### src/rtl/rpn_stack_engine.sv
// rtl/rpn_stack_engine.sv - reverse-Polish evaluator driving a word LIFO
//
// Purpose: accepts operand/operator tokens over a valid/ready handshake.
// Operands push onto a 2^W-entry stack. Operators pop two entries, compute,
// and push the result.
// Ports:
//   clk, reset (async active-low)
//   in_valid/in_ready/in_is_op/in_data : token stream (opcode in in_data[1:0])
//   err_clr                            : clears sticky err
//   top/top_valid/depth/err            : stack status
module rpn_stack_engine #(
  parameter int B = 8,
  parameter int W = 4
) (
  input  logic         clk,
  input  logic         reset,
  input  logic         in_valid,
  output logic         in_ready,
  input  logic         in_is_op,
  input  logic [B-1:0] in_data,
  input  logic         err_clr,
  output logic [B-1:0] top,
  output logic         top_valid,
  output logic [W:0]   depth,
  output logic         err
);

  localparam int         NENT = 1 << W;
  localparam logic [W:0] FULL = (W+1)'(NENT);
  localparam logic [W:0] TWO  = (W+1)'(2);

  typedef enum logic [1:0] {IDLE, RD_B, RD_A, WR} state_t;

  state_t       state_q;
  logic [W:0]   depth_q;
  logic         err_q;
  logic         err_d;
  logic         in_ready_q;
  logic [1:0]   op_q;
  logic [B-1:0] a_q;
  logic [B-1:0] b_q;
  logic [B-1:0] mem [NENT];

  logic         accept;
  logic         push_ok;
  logic         ovf;
  logic         udf;
  logic         op_go;
  logic [W-1:0] idx_top;
  logic [W-1:0] idx_nxt;
  logic [B-1:0] alu_res;

  // in_ready_q is high exactly when the FSM is in IDLE
  assign accept  = in_valid & in_ready_q;
  assign push_ok = accept & ~in_is_op & (depth_q != FULL);
  assign ovf     = accept & ~in_is_op & (depth_q == FULL);
  assign udf     = accept &  in_is_op & (depth_q < TWO);
  assign op_go   = accept &  in_is_op & (depth_q >= TWO);

  // Index arithmetic only matters when depth is large enough to use it
  assign idx_top = W'(depth_q - 1'b1);
  assign idx_nxt = W'(depth_q - TWO);

  always_comb begin
    alu_res = '0;
    case (op_q)
      2'b00:   alu_res = a_q + b_q;
      2'b01:   alu_res = a_q - b_q;
      2'b10:   alu_res = a_q * b_q;
      default: alu_res = a_q ^ b_q;
    endcase
  end

  // New error wins over a coincident clear
  always_comb begin
    err_d = err_q;
    if (ovf || udf)   err_d = 1'b1;
    else if (err_clr) err_d = 1'b0;
  end

  // Storage is not reset; writes are gated by reset so an aborted operator
  // never lands a result.
  always_ff @(posedge clk) begin
    if (reset) begin
      if (push_ok)
        mem[depth_q[W-1:0]] <= in_data;
      else if (state_q == WR)
        mem[idx_nxt] <= alu_res;
    end
  end

  always_ff @(posedge clk or negedge reset) begin
    if (!reset) begin
      state_q    <= IDLE;
      depth_q    <= '0;
      err_q      <= 1'b0;
      in_ready_q <= 1'b1;
      op_q       <= 2'b00;
      a_q        <= '0;
      b_q        <= '0;
    end else begin
      err_q <= err_d;
      case (state_q)
        IDLE: begin
          if (push_ok) begin
            depth_q <= depth_q + 1'b1;
          end else if (op_go) begin
            op_q       <= in_data[1:0];
            state_q    <= RD_B;
            in_ready_q <= 1'b0;
          end
        end
        RD_B: begin
          b_q     <= mem[idx_top];
          state_q <= RD_A;
        end
        RD_A: begin
          a_q     <= mem[idx_nxt];
          state_q <= WR;
        end
        default: begin
          depth_q    <= depth_q - 1'b1;
          state_q    <= IDLE;
          in_ready_q <= 1'b1;
        end
      endcase
    end
  end

  assign in_ready  = in_ready_q;
  assign depth     = depth_q;
  assign err       = err_q;
  assign top       = (depth_q != '0) ? mem[idx_top] : '0;
  assign top_valid = (depth_q != '0) && (state_q == IDLE);

endmodule
### config.mk
export PLATFORM = sky130hd
export DESIGN_NAME = rpn_stack_engine
export DESIGN_NICKNAME = d
export VERILOG_FILES = /design/src/rtl/rpn_stack_engine.sv
export SDC_FILE = /design/constraint.sdc
export NUM_CORES = 1
export LEC_CHECK = 0
export CORE_ASPECT_RATIO = 0.5
export CORE_MARGIN = 1
export CORE_UTILIZATION = 30
export DETAILED_ROUTE_END_ITERATION = 7
export PLACE_DENSITY = 0.52
export SLEW_MARGIN = 0
export SYNTH_ARGS = -nofsm -noshare
export SYNTH_HDL_FRONTEND = slang
export SYNTH_SLANG_ARGS = --single-unit
### constraint.sdc
create_clock -name clk -period 6.5 [get_ports clk]
set_input_delay 1.625 -clock clk [delete_from_list [all_inputs] [get_ports clk]]
set_output_delay 1.625 -clock clk [all_outputs]
set_load 0.05 [all_outputs]
* Word level (Yosys, flattened, before mapping)
Memory sizes are Yosys's and may differ from the RTL's. A register that Yosys moved wholly into a read port is not among the register bits.
Cells that the tools add are included.
** Word-level totals
- Memories kept :: 1
- Memory bits (writable) :: 128
- Logic and storage cells :: 71
- Output and inout port bits :: 16
- Input port bits :: 13
- Register bits after elaboration :: 19
** Memories
- mem :: depth 16, bits a word 8, rd ports 2, clocked after Yosys merged registers in 1, write ports 1, line 42 : logic [B-1:0] mem [NENT];
** Cells by class
- Multiply operators :: 1
- Muxes and demuxes :: 22
- Add/sub/neg operators :: 5
- Bitwise gates (word level) :: 11
- Reduce and logical (&&, ||, !) cells :: 13
- Equal/unequal tests :: 10
- Magnitude comparators :: 2
** Operator list (count)
- $pmux W8 S3 :: 1
- $mux W8 :: 2
- $mux W1 :: 12
- $pmux W5 S2 :: 1
- $add A8 B8 Y8 :: 1
- $mul A8 B8 Y8 :: 1
- $reduce_or A8 Y1 :: 1
- $sub A8 B8 Y8 :: 1
- $xor A8 B8 Y8 :: 1
- $and A1 B1 Y1 :: 7
- $eq A2 B2 Y1 const B :: 3
- $ne A2 B2 Y1 const B :: 3
- $pmux W2 S3 :: 1
- $reduce_and A3 Y1 :: 2
- $add A5 B1 Y5 const B :: 1
- $eq A5 B5 Y1 const B :: 1
- $ge A5 B2 Y1 const B :: 1
- $lt A5 B2 Y1 const B :: 1
- $mux W5 :: 1
- $ne A5 B5 Y1 const B :: 1
- $reduce_bool A5 Y1 :: 1
- $sub A5 B1 Y5 const B :: 1
- $eq A2 B1 Y1 const B :: 2
- $logic_not A2 Y1 :: 2
- 11 further kinds :: 15

* Longest topological paths before layout
Gate-level depths: netlist of the first run.
- Word-level depth :: 8
- Mapped depth :: 16
- Mapped depth without buffers :: 16

* Worst setup path before layout of the first run
Ideal clock, no wire load.
- Path kind :: reg2out
- Start :: register depth_q[1] (netlist: depth[1])
- End :: output top[6]
- Buffers on the path :: 5
- Data required time :: 4.875 ns
- Arrival time :: 3.669 ns
- Path slack :: 1.206 ns
- Cell stages (with the launch flop) :: 12
- Path through :: dfrtp_1 buf_2 buf_1 inv_1 ha_1 buf_2 buf_2 buf_2 mux4_2 a211oi_1 a21oi_1 nor2b_1
** Between the ends
- Longest elaborated chain between the ends :: 3
- Elaborated cells on any way between the ends :: 4
- Classes of those cells :: add/sub: 1; mux: 1; reduce/logical: 1; memory: 1
** RTL lines
- from (decl) :: line 35 : logic [W:0] depth_q;
- from (signal assigned) :: line 106 : depth_q <= depth_q + 1'b1;
- from (signal assigned) :: line 122 : depth_q <= depth_q - 1'b1;
- $sub A5 B1 Y5
- $mem_v2 Z16 W8
- $mux W8 (*) :: line 133 : assign top = (depth_q != '0) ? mem[idx_top] : '0;
- to (decl) :: line 22 : output logic [B-1:0] top,
Mark *: on every way between the ends. The rest lies on a longest branch, timed or not.

* Worst setup path after layout of the first run
- Start :: register depth_q[0] (netlist: depth[0])
- End :: output top[1]
The elaborated chain is that of the path after synthesis.

==> results of run 1 <==
==> metal layers <==
metal / part of all wire [%] / vias to the layer above / wire length [um] / GRT usage [%]
met5: 0 / - / 0 / 0
met4: 1.9 / 0 / 426 / 4.43
met3: 4.5 / 29 / 1020 / 3.25
met2: 46 / 138 / 10400 / 24.6
met1: 47 / 2787 / 10600 / 21.1
li1: - / 2436 / - / -
==> cell families after synthesis <==
logic type,count (synthesis),share of synthesized area (%)
adders and majority gates,52,8.36
muxes,99,21.5
DFF,155,50.5
xor gates and xnor gates,38,3.72
AOI/OAI and AO/OA,73,5.04
buffers and inverters,77,3.71
and+or+nand+nor,137,7.19
==> state kept, by name, summed over array words and instances (netlist names) <==
signal,cells
a_q,8
b_q,8
depth,5
err,1
in_ready,1
mem,128
op_q,2
state_q,2
==> final timing paths <==
kind | from | to | cells after the start
min in group asynchronous | reset | b_q[7]$_DFFE_PN0P_ | 1
worst min register to register | in_ready$_DFFE_PN1P_ | in_ready$_DFFE_PN1P_ | 2
worst min-delay path | in_ready$_DFFE_PN1P_ | in_ready$_DFFE_PN1P_ | 2
worst max register to register | b_q[2]$_DFFE_PN0P_ | mem[0][5]$_DFFE_PP_ | 13
worst max-delay path | depth[0]$_DFFE_PN0P_ | top[1] | 9
max in group asynchronous | reset | in_ready$_DFFE_PN1P_ | 2
==> cells in the final DEF (no fill, tap or decap), types with 3 or more instances in the layout <==
| cell type | n |
|---|---|
| nor2b_1 | 12 |
| inv_1 | 43 |
| a31oi_1 | 5 |
| inv_6 | 4 |
| mux2_2 | 14 |
| o21a_1 | 4 |
| a21oi_1 | 18 |
| mux4_2 | 72 |
| edfxtp_1 | 128 |
| buf_4 | 23 |
| ha_1 | 39 |
| a211oi_1 | 9 |
| fa_1 | 13 |
| clkinvlp_4 | 3 |
| and2_1 | 21 |
| clkdlybuf4s50_1 | 20 |
| o211ai_1 | 3 |
| nand3_1 | 6 |
| nand2_1 | 44 |
| nor3_1 | 8 |
| xor2_1 | 5 |
| mux2i_1 | 11 |
| o21ai_0 | 20 |
| dfrtp_1 | 25 |
| clkbuf_16 | 17 |
| xnor2_1 | 32 |
| nor2_1 | 37 |
==> stage by stage <==
stage / cell area, um2 / std cells / hold slack [ns]
2_1_floorplan: 8950 / 631 / 0.525
3_3_place_gp: 9680 / 1033 / 0.511
3_5_place_dp: 9680 / 1033 / 0.520
4_1_cts: 10200 / 1064 / 0.527
5_1_grt: 10200 / 1064 / 0.568
6_report: 10200 / 1064 / 0.525
==> worst max-delay path: cells and delay by family, from the launching register on <==
| kind | cells | cell delay, ns |
|---|---|---|
| AOI/OAI and AO/OA | 2 | 0.29 |
| DFF | 1 | 0.79 |
| buffers and inverters | 3 | 0.76 |
| adders and majority gates | 1 | 0.86 |
| muxes | 1 | 0.50 |
| and+or+nand+nor | 2 | 0.35 |
==> cells in the mapped netlist, types with 2 or more instances <==
master / n / area, um2
edfxtp_1: 128 / 3840
mux4_2: 72 / 1620
nand2_1: 44 / 165
inv_1: 43 / 161
ha_1: 39 / 488
nor2_1: 37 / 139
xnor2_1: 32 / 280
dfrtp_1: 26 / 651
and2_1: 21 / 131
o21ai_0: 20 / 100
a21oi_1: 18 / 90.1
buf_2: 14 / 70.1
mux2_2: 14 / 158
clkbuf_1: 13 / 48.8
fa_1: 13 / 260
nor2b_1: 12 / 75.1
mux2i_1: 11 / 110
a211oi_1: 9 / 67.6
nor3_1: 8 / 40.0
nand3_1: 6 / 30.0
xor2_1: 6 / 52.6
a31oi_1: 5 / 31.3
o21a_1: 4 / 30.0
buf_1: 3 / 11.3
o211ai_1: 3 / 22.5
a21o_1: 2 / 15.0
mux2_4: 2 / 30.0
nor3b_1: 2 / 15.0
o21ai_1: 2 / 10.0
o311ai_0: 2 / 17.5
==> cell type report <==
type	count	share of cell area (%)
Clock buffer	18	4.19
Sequential cell	155	44.2
Tap cell	391	4.78
Timing Repair Buffer	44	3.84
Clock inverter	13	1.33
Inverter	44	1.64
Multi-Input combinational cell	399	40.0
==> qor.txt, run 1 <==
Die width: 246 um
Row count: 44
Unrepaired setup endpoints after global routing: no
Vias in the first global route: 5,442
Register bit total from synthesis: 155
Post-CTS Repair Setup Buffers: 0
CTS buffer count: 17
GRT Total Usage: 15.4%
Sequential fraction of the synthesis area: 50.5%
Post-cts resize count: 0
Nets: 726
Final period utilization: 86.9%
Worst slew pin tran: 1.27 ns
Core box area: 29,200 um2
1st-iter DRT viols: 419
Hold Buf Count CTS: 0
CTS tree: built
Port Buf Inserts: 28
Detailed-route via count: 5,390
Initial antenna violation count: 0
Async S/R FF share, synth: 17.4%
Crit. End Element: output port
CP cell instances: inv_4 > ha_1 > buf_12 > mux4_2 > and2_1 > a211oi_1 > a21oi_1 > nor2b_1 > buf_4
Max incr delay on CP: 0.86 ns
Root Buffer: clkbuf_16
Pre-CTS WS: 1.20 ns
Combined area of the multi-input logic cells: 4100 um2
Residual DRC: 0
Hold WC Path Type: reg -> reg
CTS Sinks: 155
Clock buffer depth: 2
Net Count, Synth: 696
Layout Skew: 0.00925 ns
Ys Warns: 0
Layout Utilization: 35.1%
CP required: 4.88 ns
Worst rel slew slack: 15.0%
Clk Latency, worst-skew pair: 0.42 ns
Clock slew at reported path FFs: 0.07 ns
Kind of critical path: reg -> out
Setup Viol. Count Final: 0
Remaining antenna violation count: 0
Initial Util: 30.7%
Highest clock rate: 177 MHz
HPWL Detailed: 15,800 um
Max Cap Viol: 0
Placer congestion estimate: 0.821
Final hold violation count: 0
H-tree depth: 4
Largest net degree at the start of global routing: 40
Antenna cells: 0
Number of synthesized flops with an enable pin: 128
R2R Setup Slk: 1.83 ns
Top FF cell, synth: edfxtp_1
Setup ws final: 0.852 ns
Global route overflow: 0
DR vias/cell: 5.07
Sequential cell area: 4520 um2
Initial DRT Pass Iterations: 5
Fraction of layout cells with a size suffix above 1: 21.8%
First-pass GRT wire length: 34,000 um
Slowest-stage cell, CP: ha_1
Post-synthesis instance total: 631
Startpoint types: flop
Mapped Area: 8950 um2
Yosys cell types: 50
Minimum clock period: 5.65 ns
Mean Syn Cell Area: 14.2 um2
Total routed wirelength: 22,500 um
Boundary pin count: 29
Setup TNS: 0 ns
Critical path arrival: 4.02 ns
DR WL/cell: 21.1 um
Area growth syn-to-layout: 14.5%
CP max FO: 29
Die Ht: 124 um
Fill cell count: 2,837
Die area: 30,600 um2
Slew Viols, Final: 0
Status: finished, final reports clean
Power of run 1 is left out: the tool's default activity adds up to more than one toggle a clock period on the data nets, which glitch-free logic cannot reach.
==> run 2: changes to the inputs <==
- RECOVER_POWER: unset -> 100
==> qor.txt, run 2 (synthesis gave the netlist of run 1 again) <==
Unrepaired setup endpoints after global routing: no (unchanged)
Most frequent cells in the layout: 128 x edfxtp_1, 72 x mux4_2, 44 x nand2_1 (unchanged)
Root Buffer: clkbuf_16 (unchanged)
1st-iter DRT viols: 445 (was 419)
CTS Sinks: 155 (unchanged)
Layout Skew: 0.00837 ns (was 0.00925 ns)
Hold Buf Count CTS: 0 (unchanged)
CP required: 4.88 ns (about the same)
Port Buf Inserts: 28 (unchanged)
Final period utilization: 88.4% (was 86.9%)
CP delay by family, top: adder cells (unchanged)
Final hold violation count: 0 (unchanged)
Largest net degree at the start of global routing: 40 (unchanged)
Worst slew pin tran: 1.30 ns (was 1.27 ns)
First-pass GRT wire length: 34,000 um (unchanged)
DR WL/cell: 21.1 um (about the same)
Minimum clock period: 5.75 ns (was 5.65 ns)
Boundary pin count: 29 (unchanged)
Nets: 726 (unchanged)
Critical path arrival: 4.12 ns (was 4.02 ns)
Placed insts: 1,033 (unchanged)
Antenna cells: 0 (unchanged)
Fill cell count: 2,856 (was 2,837)
Highest clock rate: 174 MHz (was 177 MHz)
Clk Latency, worst-skew pair: 0.43 ns (was 0.42 ns)
CTS tree: built (unchanged)
H-tree depth: 4 (unchanged)
Max Cap Viol: 0 (unchanged)
Global route overflow: 0 (unchanged)
Max reg flops: 128 (unchanged)
Setup Viol. Count Final: 0 (unchanged)
Kind of critical path: reg -> out (unchanged)
DR vias/cell: 5.08 (was 5.07)
Fin cells: 1,064 (unchanged)
CTS buffer count: 17 (unchanged)
HPWL Detailed: 15,800 um (unchanged)
Initial antenna violation count: 0 (unchanged)
Die Ht: 124 um (unchanged)
Area growth syn-to-layout: 13.6% (was 14.5%)
Remaining antenna violation count: 0 (unchanged)
Post-cts resize count: 0 (unchanged)
Slowest-stage cell, CP: ha_1 (unchanged)
Max incr delay on CP: 0.87 ns (was 0.86 ns)
Core box area: 29,200 um2 (unchanged)
CP cell instances: inv_4 > ha_1 > buf_12 > mux4_2 > and2_1 > a211oi_1 > a21oi_1 > nor2b_1 > clkbuf_1 (was inv_4 > ha_1 > buf_12 > mux4_2 > and2_1 > a211oi_1 > a21oi_1 > nor2b_1 > buf_4)
Top Registers: mem: 128 flops, a_q: 8 flops, b_q: 8 flops (unchanged)
Crit. End Element: output port (unchanged)
Total routed wirelength: 22,400 um (was 22,500 um)
Slew Viols, Final: 0 (unchanged)
Die area: 30,600 um2 (unchanged)
Clock buffer depth: 2 (unchanged)
GRT Total Usage: 15.4% (unchanged)
Vias in the first global route: 5,442 (unchanged)
Clock slew at reported path FFs: 0.07 ns (about the same)
Fraction of layout cells with a size suffix above 1: 18.9% (was 21.8%)
Startpoint types: flop (unchanged)
Top reg by flops: mem (unchanged)
Row count: 44 (unchanged)
CP max FO: 29 (unchanged)
Worst rel slew slack: 13.0% (was 15.0%)
Die width: 246 um (unchanged)
Residual DRC: 0 (unchanged)
Detailed-route via count: 5,406 (was 5,390)
Setup TNS: 0 ns (unchanged)
Commonest non-fill, non-tap cell in the layout: edfxtp_1 (unchanged)
Status: finished, final reports clean (unchanged)
Post-CTS Repair Setup Buffers: 0 (unchanged)
Initial Util: 30.7% (unchanged)
Placer congestion estimate: 0.821 (unchanged)
Buf/Inv on CP: 3 (unchanged)
Initial DRT Pass Iterations: 5 (unchanged)
Hold WC Path Type: reg -> reg (unchanged)
-- run 2: changes by cell type in the layout (fill, tap and decap cells not counted) --
cell,delta
mux2_4,-2
buf_4,-18
mux2_1,+2
clkbuf_1,+18
o21ai_0,+1
clkdlybuf4s50_1,-11
dlygate4sd3_1,+11
and2_1,-4
and2_0,+4
o21ai_1,-1
-- run 2: path summary, 6_finish.rpt --
kind | start | slack, ns | endpoint | depth (start not counted)
max in group asynchronous | reset | 3.32 | depth[0]$_DFFE_PN0P_ | 2
min in group asynchronous | reset | 1.74 | b_q[7]$_DFFE_PN0P_ | 1
min reg2reg | in_ready$_DFFE_PN1P_ | 0.52 | in_ready$_DFFE_PN1P_ | 2
max | depth[0]$_DFFE_PN0P_ | 0.75 | top[1] | 9
max reg2reg | b_q[3]$_DFFE_PN0P_ | 1.43 | mem[0][7]$_DFFE_PP_ | 16
min | in_ready$_DFFE_PN1P_ | 0.52 | in_ready$_DFFE_PN1P_ | 2
-- run 2: metrics by stage --
stage               utilization (%)  cell area [um2]  setup WS (ns)  hold WS, ns
floorplan                         -             8950           1.21        0.525
global placement               33.2             9680           1.23        0.511
finish                         34.8            10200          0.755        0.524
CTS                            35.1            10200          0.743        0.527
detailed placement             33.2             9680           1.20        0.520
global route                   34.8            10200          0.440        0.564
-- run 2: per-layer routing --
| metal | part of all wire (%) | global-route usage [%] | wire [um] | vias up |
|---|---|---|---|---|
| li1 | - | - | - | 2438 |
| met1 | 47 | 21.1 | 10500 | 2793 |
| met2 | 46 | 24.6 | 10400 | 146 |
| met4 | 1.8 | 4.43 | 413 | 0 |
| met3 | 4.6 | 3.25 | 1040 | 29 |
| met5 | 0 | 0 | 0 | - |
-- run 2: area by class of cell --
cell class,instances,area [um2],area share [%]
clock buffer,18,429,4.22
tap,391,489,4.81
inverter,44,168,1.65
sequential,155,4520,44.5
multi-input combinational,399,4090,40.3
timing repair buffer,44,325,3.20
clock inverter,13,136,1.34
-- run 2: worst min-delay path, delay by kind of cell (launching register included) --
kind / cells / cell delay [ns]
compound gates: 2 / 0.14
flops: 1 / 0.38
Power of run 2 is left out for the same reason.
==> run 3: changes to the inputs <==
- ABC_AREA: unset -> 1
- CORE_MARGIN: 1 -> 10
==> qor.txt, run 3 <==
Die Ht: 145 um (was 124 um)
Failing checks: capacitance limit, slew limit
DR WL/cell: 18.6 um (was 21.1 um)
Minimum clock period: 5.64 ns (was 5.75 ns)
FF-to-FF End: mem[1][7]$_DFFE_PP_ (was mem[0][7]$_DFFE_PP_)
Reg2reg path depth: 22 (was 16)
Antenna cells: 0 (unchanged)
HPWL Detailed: 18,800 um (was 15,800 um)
Commonest cells in the netlist: 189 x nor2_1, 151 x o21ai_0, 128 x edfxtp_1 (was 128 x edfxtp_1, 72 x mux4_2, 44 x nand2_1)
Remaining antenna violation count: 0 (unchanged)
Initial antenna violation count: 0 (unchanged)
First-pass GRT wire length: 42,600 um (was 34,000 um)
Worst hold slack: 0.521 ns (was 0.524 ns)
Synth Area in XOR/XNOR: 2.14% (was 3.72%)
Fraction of layout cells with a size suffix above 1: 5.13% (was 18.9%)
Mux cell area share after synthesis: 0.852% (was 21.5%)
Initial Util: 30.8% (was 30.7%)
Max incr delay on CP: 1.31 ns (was 0.87 ns)
Largest net degree at the start of global routing: 115 (was 40)
Total routed wirelength: 27,400 um (was 22,400 um)
Setup TNS: 0 ns (unchanged)
Commonest non-fill, non-tap cell in the layout: nor2_1 (was edfxtp_1)
Core box area: 30,600 um2 (was 29,200 um2)
Net Count, Synth: 1,107 (was 696)
Global route overflow: 0 (unchanged)
Initial DRT Pass Iterations: 5 (unchanged)
Final period utilization: 86.8% (was 88.4%)
Register bit total from synthesis: 155 (unchanged)
Final hold violation count: 0 (unchanged)
Mean Syn Cell Area: 9.02 um2 (was 14.2 um2)
Worst slew pin tran: 1.69 ns (was 1.30 ns)
Simple-gate share of the synthesized area: 15.1% (was 7.19%)
Top FF cell, synth: edfxtp_1 (unchanged)
Top reg by flops: mem (unchanged)
Crit. End Element: output port (unchanged)
Ys Warns: 0 (unchanged)
Startpoint types: flop (unchanged)
Number of synthesized flops with an enable pin: 128 (unchanged)
Slowest-stage cell, CP: clkbuf_2 (was ha_1)
Yosys top cell area share: 40.9% (was 43.0%)
Top Registers: mem: 128 flops, a_q: 8 flops, b_q: 8 flops (unchanged)
Unrepaired setup endpoints after global routing: no (unchanged)
CP required: 4.88 ns (about the same)
Hold WC Path Type: reg -> reg (unchanged)
CTS Sinks: 155 (unchanged)
Synth area leaders: edfxtp_1 41%, o21ai_0 8.0%, nor2_1 7.5% (was edfxtp_1 43%, mux4_2 18%, dfrtp_1 7.3%)
Fill cell count: 3,123 (was 2,856)
Synth Area in Compound Gates: 18.3% (was 5.03%)
Worst min-delay path endpoint: in_ready$_DFFE_PN1P_ (unchanged)
Post-CTS Repair Setup Buffers: 0 (unchanged)
DR vias/cell: 5.13 (was 5.08)
Die width: 270 um (was 246 um)
Pre-CTS WS: 1.65 ns (was 1.20 ns)
CP max FO: 87 (was 29)
Mapped Area: 9400 um2 (was 8950 um2)
1st-iter DRT viols: 751 (was 445)
Detailed-route via count: 7,565 (was 5,406)
Status: finished, violations left (was finished, final reports clean)
Launch point of the worst hold path: in_ready$_DFFE_PN1P_ (unchanged)
Row count: 45 (was 44)
CTS buffer count: 17 (unchanged)
Clock buffer depth: 2 (unchanged)
Slew Viols, Final: 117 (was 0)
Critical path arrival: 4.02 ns (was 4.12 ns)
CTS tree: built (unchanged)
H-tree depth: 4 (unchanged)
Reg2Reg Launch Point: a_q[1]$_DFFE_PN0P_ (was b_q[3]$_DFFE_PN0P_)
Vias in the first global route: 7,213 (was 5,442)
R2R Setup Slk: 1.72 ns (was 1.43 ns)
Worst rel slew slack: -12.8% (was 13.0%)
GRT Total Usage: 13.8% (was 15.4%)
Most frequent cell after synthesis: nor2_1 (was edfxtp_1)
Post-cts resize count: 0 (unchanged)
Max reg flops: 128 (unchanged)
Port Buf Inserts: 28 (unchanged)
Post-synthesis instance total: 1,042 (was 631)
Boundary pin count: 29 (unchanged)
Kind of critical path: reg -> out (unchanged)
Clk Latency, worst-skew pair: 0.43 ns (about the same)
Hold Buf Count CTS: 0 (unchanged)
Placer congestion estimate: 0.867 (was 0.821)
Finished Cell Area: 10,400 um2 (was 10,200 um2)
Highest clock rate: 177 MHz (was 174 MHz)
Residual DRC: 0 (unchanged)
Sequential fraction of the synthesis area: 48.1% (was 50.5%)
Async S/R FF share, synth: 17.4% (unchanged)
Root Buffer: clkbuf_16 (unchanged)
CP cell instances: clkbuf_2 > o21ai_0 > o22ai_1 > o211ai_1 > a21oi_1 > clkbuf_1 (was inv_4 > ha_1 > buf_12 > mux4_2 > and2_1 > a211oi_1 > a21oi_1 > nor2b_1 > clkbuf_1)
Cell taking the most area after synthesis: edfxtp_1 (unchanged)
Die area: 39,200 um2 (was 30,600 um2)
Post-Synth Adder-Cell Area: 7.96% (was 8.36%)
Max Cap Viol: 2 (was 0)
Area growth syn-to-layout: 11.1% (was 13.6%)
Setup ws final: 0.855 ns (was 0.755 ns)
Clock slew at reported path FFs: 0.07 ns (about the same)
Most frequent cells in the layout: 189 x nor2_1, 152 x o21ai_0, 128 x edfxtp_1 (was 128 x edfxtp_1, 72 x mux4_2, 44 x nand2_1)
Layout Skew: 0.00845 ns (was 0.00837 ns)
Placed cell areas: 10,000 um2 (was 9680 um2)
Nets: 1,104 (was 726)
Main combinational cell family by area after synthesis: compound AO/OA/AOI/OAI gates (was multiplexers)
Yosys cell types: 41 (was 50)
Worst Hold Path Cells: 2 (unchanged)
Setup Viol. Count Final: 0 (unchanged)
run 3: cell count changes after synthesis, sizes merged, moves of 30 or more:
cell	before	now
o211ai	3	33
nand2	44	109
inv	44	98
o21ai	22	154
nand3	6	40
nor2	37	190
mux4	72	0
run 3: worst max-delay path by stage:
stage                               startpoint                  end
after CTS                 depth[0]$_DFFE_PN0P_               top[6]
after global routing      depth[0]$_DFFE_PN0P_               top[1]
after global placement      a_q[1]$_DFFE_PN0P_  mem[7][7]$_DFFE_PP_
after detailed placement    a_q[1]$_DFFE_PN0P_  mem[5][7]$_DFFE_PP_
final                     depth[0]$_DFFE_PN0P_               top[6]
after floorplan           depth[0]$_DFFE_PN0P_               top[0]
run 3: per-stage QoR:
step	utilization, %	instances
detailed placement	32.8	1443
floorplan	-	1042
CTS	34.7	1475
global route	34.2	1475
global placement	32.8	1443
finish	34.2	1475
run 3: kinds of logic after synthesis:
family | after synthesis
multiplexers | 8
adder cells (fa/ha/maj) | 52
flip-flops | 155
buffers and inverters | 163
AND/OR/NAND/NOR | 349
XOR/XNOR | 20
AO/OA/AOI/OAI | 295
run 3: final cells by class:
class | count | area (um2) | share of cell area (%)
inverters | 100 | 375 | 3.59
multi-input cells | 724 | 4130 | 39.5
clock inverters | 15 | 141 | 1.35
flip-flops and latches | 155 | 4520 | 43.3
clock buffers | 17 | 425 | 4.07
repair buffers | 41 | 319 | 3.05
well taps | 423 | 529 | 5.07
run 3: worst max-delay path: cells and delay by family, from the launching register on:
family,cells,cell delay (ns)
AOI/OAI and AO/OA,4,0.96
buffers and inverters,2,1.83
DFF,1,0.74
run 3: per-layer routing:
layer	share of wire, %	wire [um]	vias up	track usage [%]
met1	45	12400	3628	18.4
met4	1.7	461	0	4.25
met5	0	0	-	0
li1	-	-	3624	-
met2	46	12600	280	21.9
met3	7.1	1940	33	2.85
Power of run 3 is left out for the same reason.
